$ cat src/rtl/gpio_serial_loader_pkg.sv
// ============================================================================
// gpio_loader_pkg : shared constants, FSM state type and index-width helper
//                   for the GPIO serial configuration loader.
// Revision        : 1.0
// ============================================================================
`default_nettype none

package gpio_loader_pkg;

   localparam int CFG_WORD_W = 13;
   localparam int BIT_CNT_W  = 4;

   typedef enum logic [1:0] {
      IDLE  = 2'd0,
      SHIFT = 2'd1,
      LOAD  = 2'd2,
      DONE  = 2'd3
   } state_e;

   // A single-pad chain still needs a one-bit index port.
   function automatic int idx_width(input int num_pads);
      return (num_pads > 1) ? $clog2(num_pads) : 1;
   endfunction

endpackage

`default_nettype wire

$ cat src/rtl/gpio_serial_loader_if.sv
// ============================================================================
// gpio_serial_loader_if : start/status handshake, register-file read port and
//                         serial chain outputs of the GPIO serial loader.
// Revision              : 1.0
// ============================================================================
`default_nettype none

interface gpio_serial_loader_if
   import gpio_loader_pkg::*;
#(
   parameter int NUM_PADS = 19
);

   localparam int IDX_W = idx_width(NUM_PADS);

   logic                  xfer_start;
   logic [IDX_W-1:0]      cfg_rd_idx;
   logic [CFG_WORD_W-1:0] cfg_rd_data;
   logic                  xfer_busy;
   logic                  xfer_done;
   logic                  serial_clock;
   logic                  serial_data;
   logic                  serial_load;

   // The loader itself.
   modport slave (
      input  xfer_start,
      input  cfg_rd_data,
      output cfg_rd_idx,
      output xfer_busy,
      output xfer_done,
      output serial_clock,
      output serial_data,
      output serial_load
   );

   // Housekeeping side: requests transfers and serves the register file.
   modport master (
      output xfer_start,
      output cfg_rd_data,
      input  cfg_rd_idx,
      input  xfer_busy,
      input  xfer_done,
      input  serial_clock,
      input  serial_data,
      input  serial_load
   );

endinterface

`default_nettype wire

$ cat src/rtl/gpio_serial_loader_tick.sv
// ============================================================================
// gpio_loader_tick : CLK_DIV phase counter producing a phase-end pulse.
// Revision         : 1.0
// ============================================================================
`default_nettype none

module gpio_loader_tick #(
   parameter int CLK_DIV = 2
) (
   input  logic clk,
   input  logic resetn,
   input  logic clr,
   input  logic en,
   output logic phase_end
);

   localparam int              CNT_W   = $clog2(CLK_DIV + 1);
   localparam logic [CNT_W-1:0] CNT_MAX = CNT_W'(CLK_DIV - 1);

   logic [CNT_W-1:0] cnt_q;
   logic [CNT_W-1:0] cnt_d;

   always_comb begin
      phase_end = en && (cnt_q == CNT_MAX);
      cnt_d     = cnt_q;
      if (clr) begin
         cnt_d = '0;
      end else if (en) begin
         cnt_d = phase_end ? '0 : cnt_q + CNT_W'(1);
      end
   end

   always_ff @(posedge clk or negedge resetn) begin
      if (!resetn) begin
         cnt_q <= '0;
      end else begin
         cnt_q <= cnt_d;
      end
   end

endmodule

`default_nettype wire

$ cat src/rtl/gpio_serial_loader.sv
// ============================================================================
// gpio_serial_loader : streams per-pad GPIO config words MSB-first down the
//                      control-block chain, then pulses the load strobe.
// Optional macro     : GPIO_LOADER_AUTOLOAD_EN (one transfer per reset release)
// Revision           : 1.0
// ============================================================================
`default_nettype none

module gpio_serial_loader
   import gpio_loader_pkg::*;
#(
   parameter int NUM_PADS = 19,
   parameter int CLK_DIV  = 2
) (
   input  logic                 clk,
   input  logic                 resetn,
   gpio_serial_loader_if.slave  bus
);

   localparam int                    IDX_W    = idx_width(NUM_PADS);
   localparam logic [IDX_W-1:0]      LAST_IDX = IDX_W'(NUM_PADS - 1);
   localparam logic [BIT_CNT_W-1:0]  MSB_BIT  = BIT_CNT_W'(CFG_WORD_W - 1);

   state_e                state_q,        state_d;
   logic [CFG_WORD_W-1:0] shift_q,        shift_d;
   logic [BIT_CNT_W-1:0]  bit_cnt_q,      bit_cnt_d;
   logic [IDX_W-1:0]      cfg_rd_idx_q,   cfg_rd_idx_d;
   logic                  last_word_q,    last_word_d;
   logic                  serial_clock_q, serial_clock_d;
   logic                  serial_data_q,  serial_data_d;
   logic                  serial_load_q,  serial_load_d;
   logic                  xfer_busy_q,    xfer_busy_d;
   logic                  xfer_done_q,    xfer_done_d;

   logic                  start_req;
   logic                  phase_end;
   logic                  tick_clr;
   logic                  tick_en;

`ifdef GPIO_LOADER_AUTOLOAD_EN
   // Arm one cycle after release so the start lands in a clean IDLE cycle.
   logic autoload_arm_q,   autoload_arm_d;
   logic autoload_fired_q, autoload_fired_d;

   always_comb begin
      autoload_arm_d   = 1'b1;
      autoload_fired_d = autoload_fired_q | autoload_arm_q;
   end

   always_ff @(posedge clk or negedge resetn) begin
      if (!resetn) begin
         autoload_arm_q   <= 1'b0;
         autoload_fired_q <= 1'b0;
      end else begin
         autoload_arm_q   <= autoload_arm_d;
         autoload_fired_q <= autoload_fired_d;
      end
   end

   assign start_req = bus.xfer_start | (autoload_arm_q & ~autoload_fired_q);
`else
   assign start_req = bus.xfer_start;
`endif

   assign tick_clr = (state_q == IDLE);
   assign tick_en  = (state_q == SHIFT) || (state_q == LOAD);

   gpio_loader_tick #(
      .CLK_DIV   (CLK_DIV)
   ) u_tick (
      .clk       (clk),
      .resetn    (resetn),
      .clr       (tick_clr),
      .en        (tick_en),
      .phase_end (phase_end)
   );

   always_comb begin
      state_d        = state_q;
      shift_d        = shift_q;
      bit_cnt_d      = bit_cnt_q;
      cfg_rd_idx_d   = cfg_rd_idx_q;
      last_word_d    = last_word_q;
      serial_clock_d = serial_clock_q;
      serial_data_d  = serial_data_q;
      serial_load_d  = serial_load_q;
      xfer_busy_d    = xfer_busy_q;
      xfer_done_d    = 1'b0;

      case (state_q)
         IDLE: begin
            cfg_rd_idx_d = LAST_IDX;
            if (start_req) begin
               shift_d        = bus.cfg_rd_data;
               bit_cnt_d      = MSB_BIT;
               last_word_d    = 1'b0;
               serial_data_d  = bus.cfg_rd_data[CFG_WORD_W-1];
               serial_clock_d = 1'b0;
               xfer_busy_d    = 1'b1;
               state_d        = SHIFT;
            end
         end

         SHIFT: begin
            if (phase_end) begin
               if (!serial_clock_q) begin
                  serial_clock_d = 1'b1;
               end else begin
                  serial_clock_d = 1'b0;
                  if (bit_cnt_q != '0) begin
                     shift_d       = {shift_q[CFG_WORD_W-2:0], shift_q[CFG_WORD_W-1]};
                     serial_data_d = shift_q[CFG_WORD_W-2];
                     bit_cnt_d     = bit_cnt_q - BIT_CNT_W'(1);
                     // Moving the index at bit 0 gives the register file a full bit period.
                     if (bit_cnt_q == BIT_CNT_W'(1)) begin
                        if (cfg_rd_idx_q == '0) begin
                           last_word_d = 1'b1;
                        end else begin
                           cfg_rd_idx_d = cfg_rd_idx_q - IDX_W'(1);
                        end
                     end
                  end else if (last_word_q) begin
                     serial_data_d = 1'b0;
                     serial_load_d = 1'b1;
                     state_d       = LOAD;
                  end else begin
                     shift_d       = bus.cfg_rd_data;
                     bit_cnt_d     = MSB_BIT;
                     serial_data_d = bus.cfg_rd_data[CFG_WORD_W-1];
                  end
               end
            end
         end

         LOAD: begin
            if (phase_end) begin
               serial_load_d = 1'b0;
               xfer_busy_d   = 1'b0;
               xfer_done_d   = 1'b1;
               cfg_rd_idx_d  = LAST_IDX;
               state_d       = DONE;
            end
         end

         DONE: begin
            state_d = IDLE;
         end

         default: begin
            state_d = IDLE;
         end
      endcase
   end

   always_ff @(posedge clk or negedge resetn) begin
      if (!resetn) begin
         state_q        <= IDLE;
         shift_q        <= '0;
         bit_cnt_q      <= '0;
         cfg_rd_idx_q   <= LAST_IDX;
         last_word_q    <= 1'b0;
         serial_clock_q <= 1'b0;
         serial_data_q  <= 1'b0;
         serial_load_q  <= 1'b0;
         xfer_busy_q    <= 1'b0;
         xfer_done_q    <= 1'b0;
      end else begin
         state_q        <= state_d;
         shift_q        <= shift_d;
         bit_cnt_q      <= bit_cnt_d;
         cfg_rd_idx_q   <= cfg_rd_idx_d;
         last_word_q    <= last_word_d;
         serial_clock_q <= serial_clock_d;
         serial_data_q  <= serial_data_d;
         serial_load_q  <= serial_load_d;
         xfer_busy_q    <= xfer_busy_d;
         xfer_done_q    <= xfer_done_d;
      end
   end

   assign bus.cfg_rd_idx   = cfg_rd_idx_q;
   assign bus.xfer_busy    = xfer_busy_q;
   assign bus.xfer_done    = xfer_done_q;
   assign bus.serial_clock = serial_clock_q;
   assign bus.serial_data  = serial_data_q;
   assign bus.serial_load  = serial_load_q;

endmodule

`default_nettype wire
$ cat src/flat_wrapper.sv
// flat-port wrapper written by rule: the top's interface ports become plain ports
module gpio_serial_loader_flat import gpio_loader_pkg::*;
#(
   parameter int NUM_PADS = 19,
   parameter int CLK_DIV  = 2
)
  (clk, resetn, bus_xfer_start, bus_cfg_rd_data, bus_cfg_rd_idx, bus_xfer_busy, bus_xfer_done, bus_serial_clock, bus_serial_data, bus_serial_load);
  gpio_serial_loader_if #(.NUM_PADS(NUM_PADS)) bus_i ();
  input  logic clk;
  input  logic resetn;
  input wire logic [$bits(bus_i.xfer_start)-1:0] bus_xfer_start;
  input wire logic [$bits(bus_i.cfg_rd_data)-1:0] bus_cfg_rd_data;
  output wire logic [$bits(bus_i.cfg_rd_idx)-1:0] bus_cfg_rd_idx;
  output wire logic [$bits(bus_i.xfer_busy)-1:0] bus_xfer_busy;
  output wire logic [$bits(bus_i.xfer_done)-1:0] bus_xfer_done;
  output wire logic [$bits(bus_i.serial_clock)-1:0] bus_serial_clock;
  output wire logic [$bits(bus_i.serial_data)-1:0] bus_serial_data;
  output wire logic [$bits(bus_i.serial_load)-1:0] bus_serial_load;
  assign bus_i.xfer_start = bus_xfer_start;
  assign bus_i.cfg_rd_data = bus_cfg_rd_data;
  assign bus_cfg_rd_idx = bus_i.cfg_rd_idx;
  assign bus_xfer_busy = bus_i.xfer_busy;
  assign bus_xfer_done = bus_i.xfer_done;
  assign bus_serial_clock = bus_i.serial_clock;
  assign bus_serial_data = bus_i.serial_data;
  assign bus_serial_load = bus_i.serial_load;
  gpio_serial_loader #(.NUM_PADS(NUM_PADS), .CLK_DIV(CLK_DIV)) u_core (.clk(clk), .resetn(resetn), .bus(bus_i));
endmodule
$ cat config.mk
export PLATFORM = sky130hd
export DESIGN_NAME = gpio_serial_loader_flat
export DESIGN_NICKNAME = d
export VERILOG_FILES = /design/src/rtl/gpio_serial_loader_pkg.sv /design/src/rtl/gpio_serial_loader_if.sv /design/src/rtl/gpio_serial_loader_tick.sv /design/src/rtl/gpio_serial_loader.sv /design/src/flat_wrapper.sv
export SDC_FILE = /design/constraint.sdc
export NUM_CORES = 1
export LEC_CHECK = 0
export CORE_ASPECT_RATIO = 0.7
export CORE_MARGIN = 2
export CORE_UTILIZATION = 43
export DETAILED_ROUTE_END_ITERATION = 12
export PLACE_DENSITY = 0.62
export SYNTH_ARGS = -nofsm -noshare
export SYNTH_HDL_FRONTEND = slang
export SYNTH_SLANG_ARGS = --single-unit
$ cat constraint.sdc
create_clock -name clk -period 3.3 [get_ports clk]
set_input_delay 0.66 -clock clk [delete_from_list [all_inputs] [get_ports clk]]
set_output_delay 0.66 -clock clk [all_outputs]
set_load 0.1 [all_outputs]
==> results.txt <==
In the final timing run, aggregate negative setup slack is 0 ns. The worst slack on hold paths is about 0.5 ns. The CTS H-tree depth came out at 2. The placement-stage worst setup slack is ~0.87 ns. The clock buffer count from CTS is 5. STA classifies the critical path endpoint as a flop. The number of remaining DRC errors is 0. No sink is reached through more buffers than the 2 on the longest clock path. The vias per cell came out at 5.60.

The post-cts repair resize count came out at 0. The proportion of synthesized area in mux cells came out at between 20% and 30%. The final layout contains routed wiring with a total length of roughly 3800 um. The worst path in the final design needs a cycle of 2.24 ns, including I/O delays and setup.

The count of final hold-check violations is 0. The parity-gate share of the synthesized area counting xor and xnor cells is 0%. The fraction of registers with async set/reset came out at 100%. The gate count after technology mapping is between 150 and 200. The count of flip-flops with a built-in enable after synthesis came out at 0. After synthesis, the largest family of logic cells by area is multiplexers.

The signal on the critical path passes through inv_1 > ha_1 > mux2_2 > o211ai_4 > a21o_4 > mux2_2. In the final routed layout, each cell accounts on average for between 15 and 20 um. The post-route core utilization came out at roughly 52%. The routed metal-1 wirelength is 1870 um. The portion of the clock cycle consumed by the worst path in the final layout is between 60% and 70%. The effective utilization at floorplan is approximately 44%.

The worst register-to-register path begins at u_core.state_q[0]. At the pin with the least slew margin, the transition time is around 0.52 ns. The synthesized-area fraction occupied by and/or/nand/nor cells came out at between 10% and 20%. The first detailed-routing pass took 4 iterations. Setup repair after global routing left no endpoint under its margin. In this run the post-CTS setup repair buffer count came out at 0. In this run the worst hold path is classified as flop to flop.

The remaining max-slew budget at the tightest pin is 65.3%. The total placed cells including tap cells came out at around 250. The width of the chip is between 80 and 90 um.

The number of nets with antenna violations after routing came out at 0. At the end of the flow, the number of nets in the layout was 220. The register-to-register setup slack is about 1.1 ns. The highest routed metal layer is met4. The final setup skew is 0.00492 ns. The global-route usage over all layers is approximately 17%. Ranked by total cell area, the synthesized netlist is headed by dfrtp_1, mux2_2, mux2_4, ha_1, o21ai_0. The area share of fa/ha/maj cells after synthesis came out at 3.94%.

The flow ran to the end, and the final reports show no timing, DRC or antenna violations. The leakage power figure is ~1 nW. The worst vdd rail ir drop is between 0.2 and 0.3 mV. In the synthesized netlist the dominant register cell turns out to be dfrtp_1. TritonCTS built the clock tree. In this run the cell area of the synthesized design comes to 0.00190 mm2. The post-synthesis compound-gate area fraction came out at about 15%. In this run the worst setup path begins at u_core.state_q[0]. The number of non-filler instances in the completed layout is between 200 and 300. The clock net in this run drives a total of 32 sinks. The startpoint type of the worst setup path is a flop. The arrival time at the worst endpoint came out at between 2 and 2.5 ns.

Pin placement for this block handled 26 I/O pins. Of the cells placed in the final design, the portion with a size suffix greater than 1 is between 20 and 30%. The mean post-synth cell area came out at between 10 and 15 um2. The via count of the first global-routing pass is 1379. The number of warning messages in the yosys log is 0. Detailed routing placed a total of 1670 um of wire on met2. The critical-path maximum fanout is 14. The number of cell rows came out at 20. The flop and latch count out of synthesis came out at 32. The critical path in this run is classified as flop to flop.

The initial antenna violation count is 0. The highest-delay cell along the critical path is mux2_2. After clock tree synthesis, the flow added hold-fix buffers numbering 0. The maximum clock rate is roughly 450 MHz.

The critical path ends at u_core.shift_q[0]. Max-cap violations in this run came to 0. The number of cells on the worst reg-to-reg path is 6. The estimated wirelength of the detail-placed design came out at 2790 um. In the post-synthesis netlist, the cell with the most instances is dfrtp_1. The area enclosed by the die boundary came out at 0.00498 mm2. The violation count after the first detailed-route iteration came out at 109.

The post-synthesis to final-layout area growth came out at 18.6%. The endpoint identified for the worst register-to-register timing path is u_core.shift_q[0]. The worst-skew pair later-pin latency is between 0.2 and 0.3 ns. The power density over cell area came out at 365 mW/mm2. The first-pass GRT wire length came out at between 6000 and 7000 um. The repair_antennas step left the layout with diodes totalling 0.

The largest incremental delay on the critical path came out at around 0.43 ns. The number of buffers added on ports came out at 25. Yosys mapped the design onto between 40 and 50 distinct sky130hd cell types. Setup violations remaining at the end of the flow were counted as 0. The routed design uses around 240 um of met3 wire. The post-synthesis sequential area ratio came out at 42.2%. The synthesized design devotes to its leading area cell type between 30 and 40% of total area.

The largest total area in the synthesized netlist belongs to dfrtp_1. The core box area came out at 0.00430 mm2. The last weighted congestion value of the routability-driven placer is 0.823.

The clock-pin slew of the registers on the worst-case setup and hold paths is ~0.070 ns. The cell repeated most along the worst path is mux2_2. CTS placed an instance of clkbuf_8 at the clock tree root. Sorting the synthesized cells by how often they occur yields dfrtp_1, mux2_2, o21ai_0. The maximum number of pins on one net before global-route repair came out at 33. The total via count after detailed routing came out at 1423. The vertical extent of the die is a little under 60 um. The overall overflow remaining after global route came out at 0. The number of pins exceeding their max-slew limit in the final report was 0.

Across all setup checks in the final design, the least slack found is around 1.1 ns. Data on the critical path is required at its endpoint by ~3.5 ns. The synthesized netlist net count came out at 195.
## metrics by stage
stage,cell area (um2),power (W)
floorplan,1900,0.000435
global placement,2150,0.000465
detailed placement,2150,0.000467
CTS,2260,0.000836
global route,2260,0.000865
finish,2260,0.000824
## placed cells by master (no fill, tap or decap), types with 2 or more instances in the layout
| cell | n |
|---|---|
| buf_4 | 11 |
| a21oi_1 | 8 |
| mux2i_1 | 2 |
| ha_1 | 6 |
| mux2_2 | 20 |
| nor3_1 | 5 |
| clkdlybuf4s50_1 | 15 |
| inv_1 | 10 |
| nand3_1 | 4 |
| mux2_4 | 9 |
| nor2_1 | 7 |
| nand2_1 | 6 |
| a22o_1 | 2 |
| a211oi_1 | 2 |
| a31oi_1 | 4 |
| dfrtp_1 | 30 |
| clkbuf_8 | 5 |
| dfstp_2 | 2 |
| o31ai_1 | 3 |
| nor2b_1 | 5 |
| nand2b_1 | 4 |
| nand4_1 | 4 |
| o21ai_0 | 11 |
| a21o_1 | 2 |
## logic make-up after synthesis
kind of cell | Yosys count
AND/OR/NAND/NOR | 44
flip-flops | 32
multiplexers | 32
buffers and inverters | 18
adder cells (fa/ha/maj) | 6
AO/OA/AOI/OAI | 41
## where the power goes
group / switching (W) / internal (W) / leakage, nW
clock: 0.000142 / 0.000224 / 0.0552
combinational: 0.0000198 / 0.0000329 / 0.571
sequential: 0.00000492 / 0.000401 / 0.388
total: 0.000166 / 0.000658 / 1.01
## state kept, by name, indices dropped and copies added, names as in the netlist
signal and flops:
u_core.last_word_q 1, u_core.bus.serial_clock 1, u_core.bus.xfer_done 1, u_core.state_q 2
u_core.bus.serial_load 1, u_core.shift_q 13, u_core.bus.xfer_busy 1, u_core.bit_cnt_q 4
u_core.bus.serial_data 1, u_core.u_tick.cnt_q 2, u_core.bus.cfg_rd_idx 5
## critical path, delay by kind of cell (launching register included)
family / cells / cell delay, ns
multiplexers: 2 / 0.80
AO/OA/AOI/OAI: 2 / 0.40
buffers and inverters: 1 / 0.12
flip-flops: 1 / 0.42
adder cells (fa/ha/maj): 1 / 0.39
## worst min path at each step
stage / startpoint / endpoint / slack [ns] / cells after the start
after floorplan: resetn / u_core.bit_cnt_q[0] / 0.36 / 0
after global placement: u_core.shift_q[3] / u_core.shift_q[3] / 0.48 / 1
after detailed placement: u_core.shift_q[10] / u_core.shift_q[10] / 0.50 / 1
after CTS: u_core.shift_q[4] / u_core.shift_q[4] / 0.52 / 1
after global routing: u_core.shift_q[4] / u_core.shift_q[4] / 0.52 / 1
final: u_core.shift_q[4] / u_core.shift_q[4] / 0.51 / 1
## area by class of cell
type                    count  area [um2]
well taps                  55        68.8
fillers                   402        2050
flip-flops and latches     32         803
repair buffers             26         233
multi-input cells         123        1010
inverters                  10        37.5
clock inverters             2        35.0
clock buffers               6        72.6
## per-layer routing
metal | vias up | GRT usage, %
li1 | 684 | -
met1 | 693 | 23.2
met2 | 40 | 25.6
met3 | 6 | 5.94
met4 | 0 | 6.45
met5 | - | 0
No activity file was read; power rests on OpenSTA's default activity.
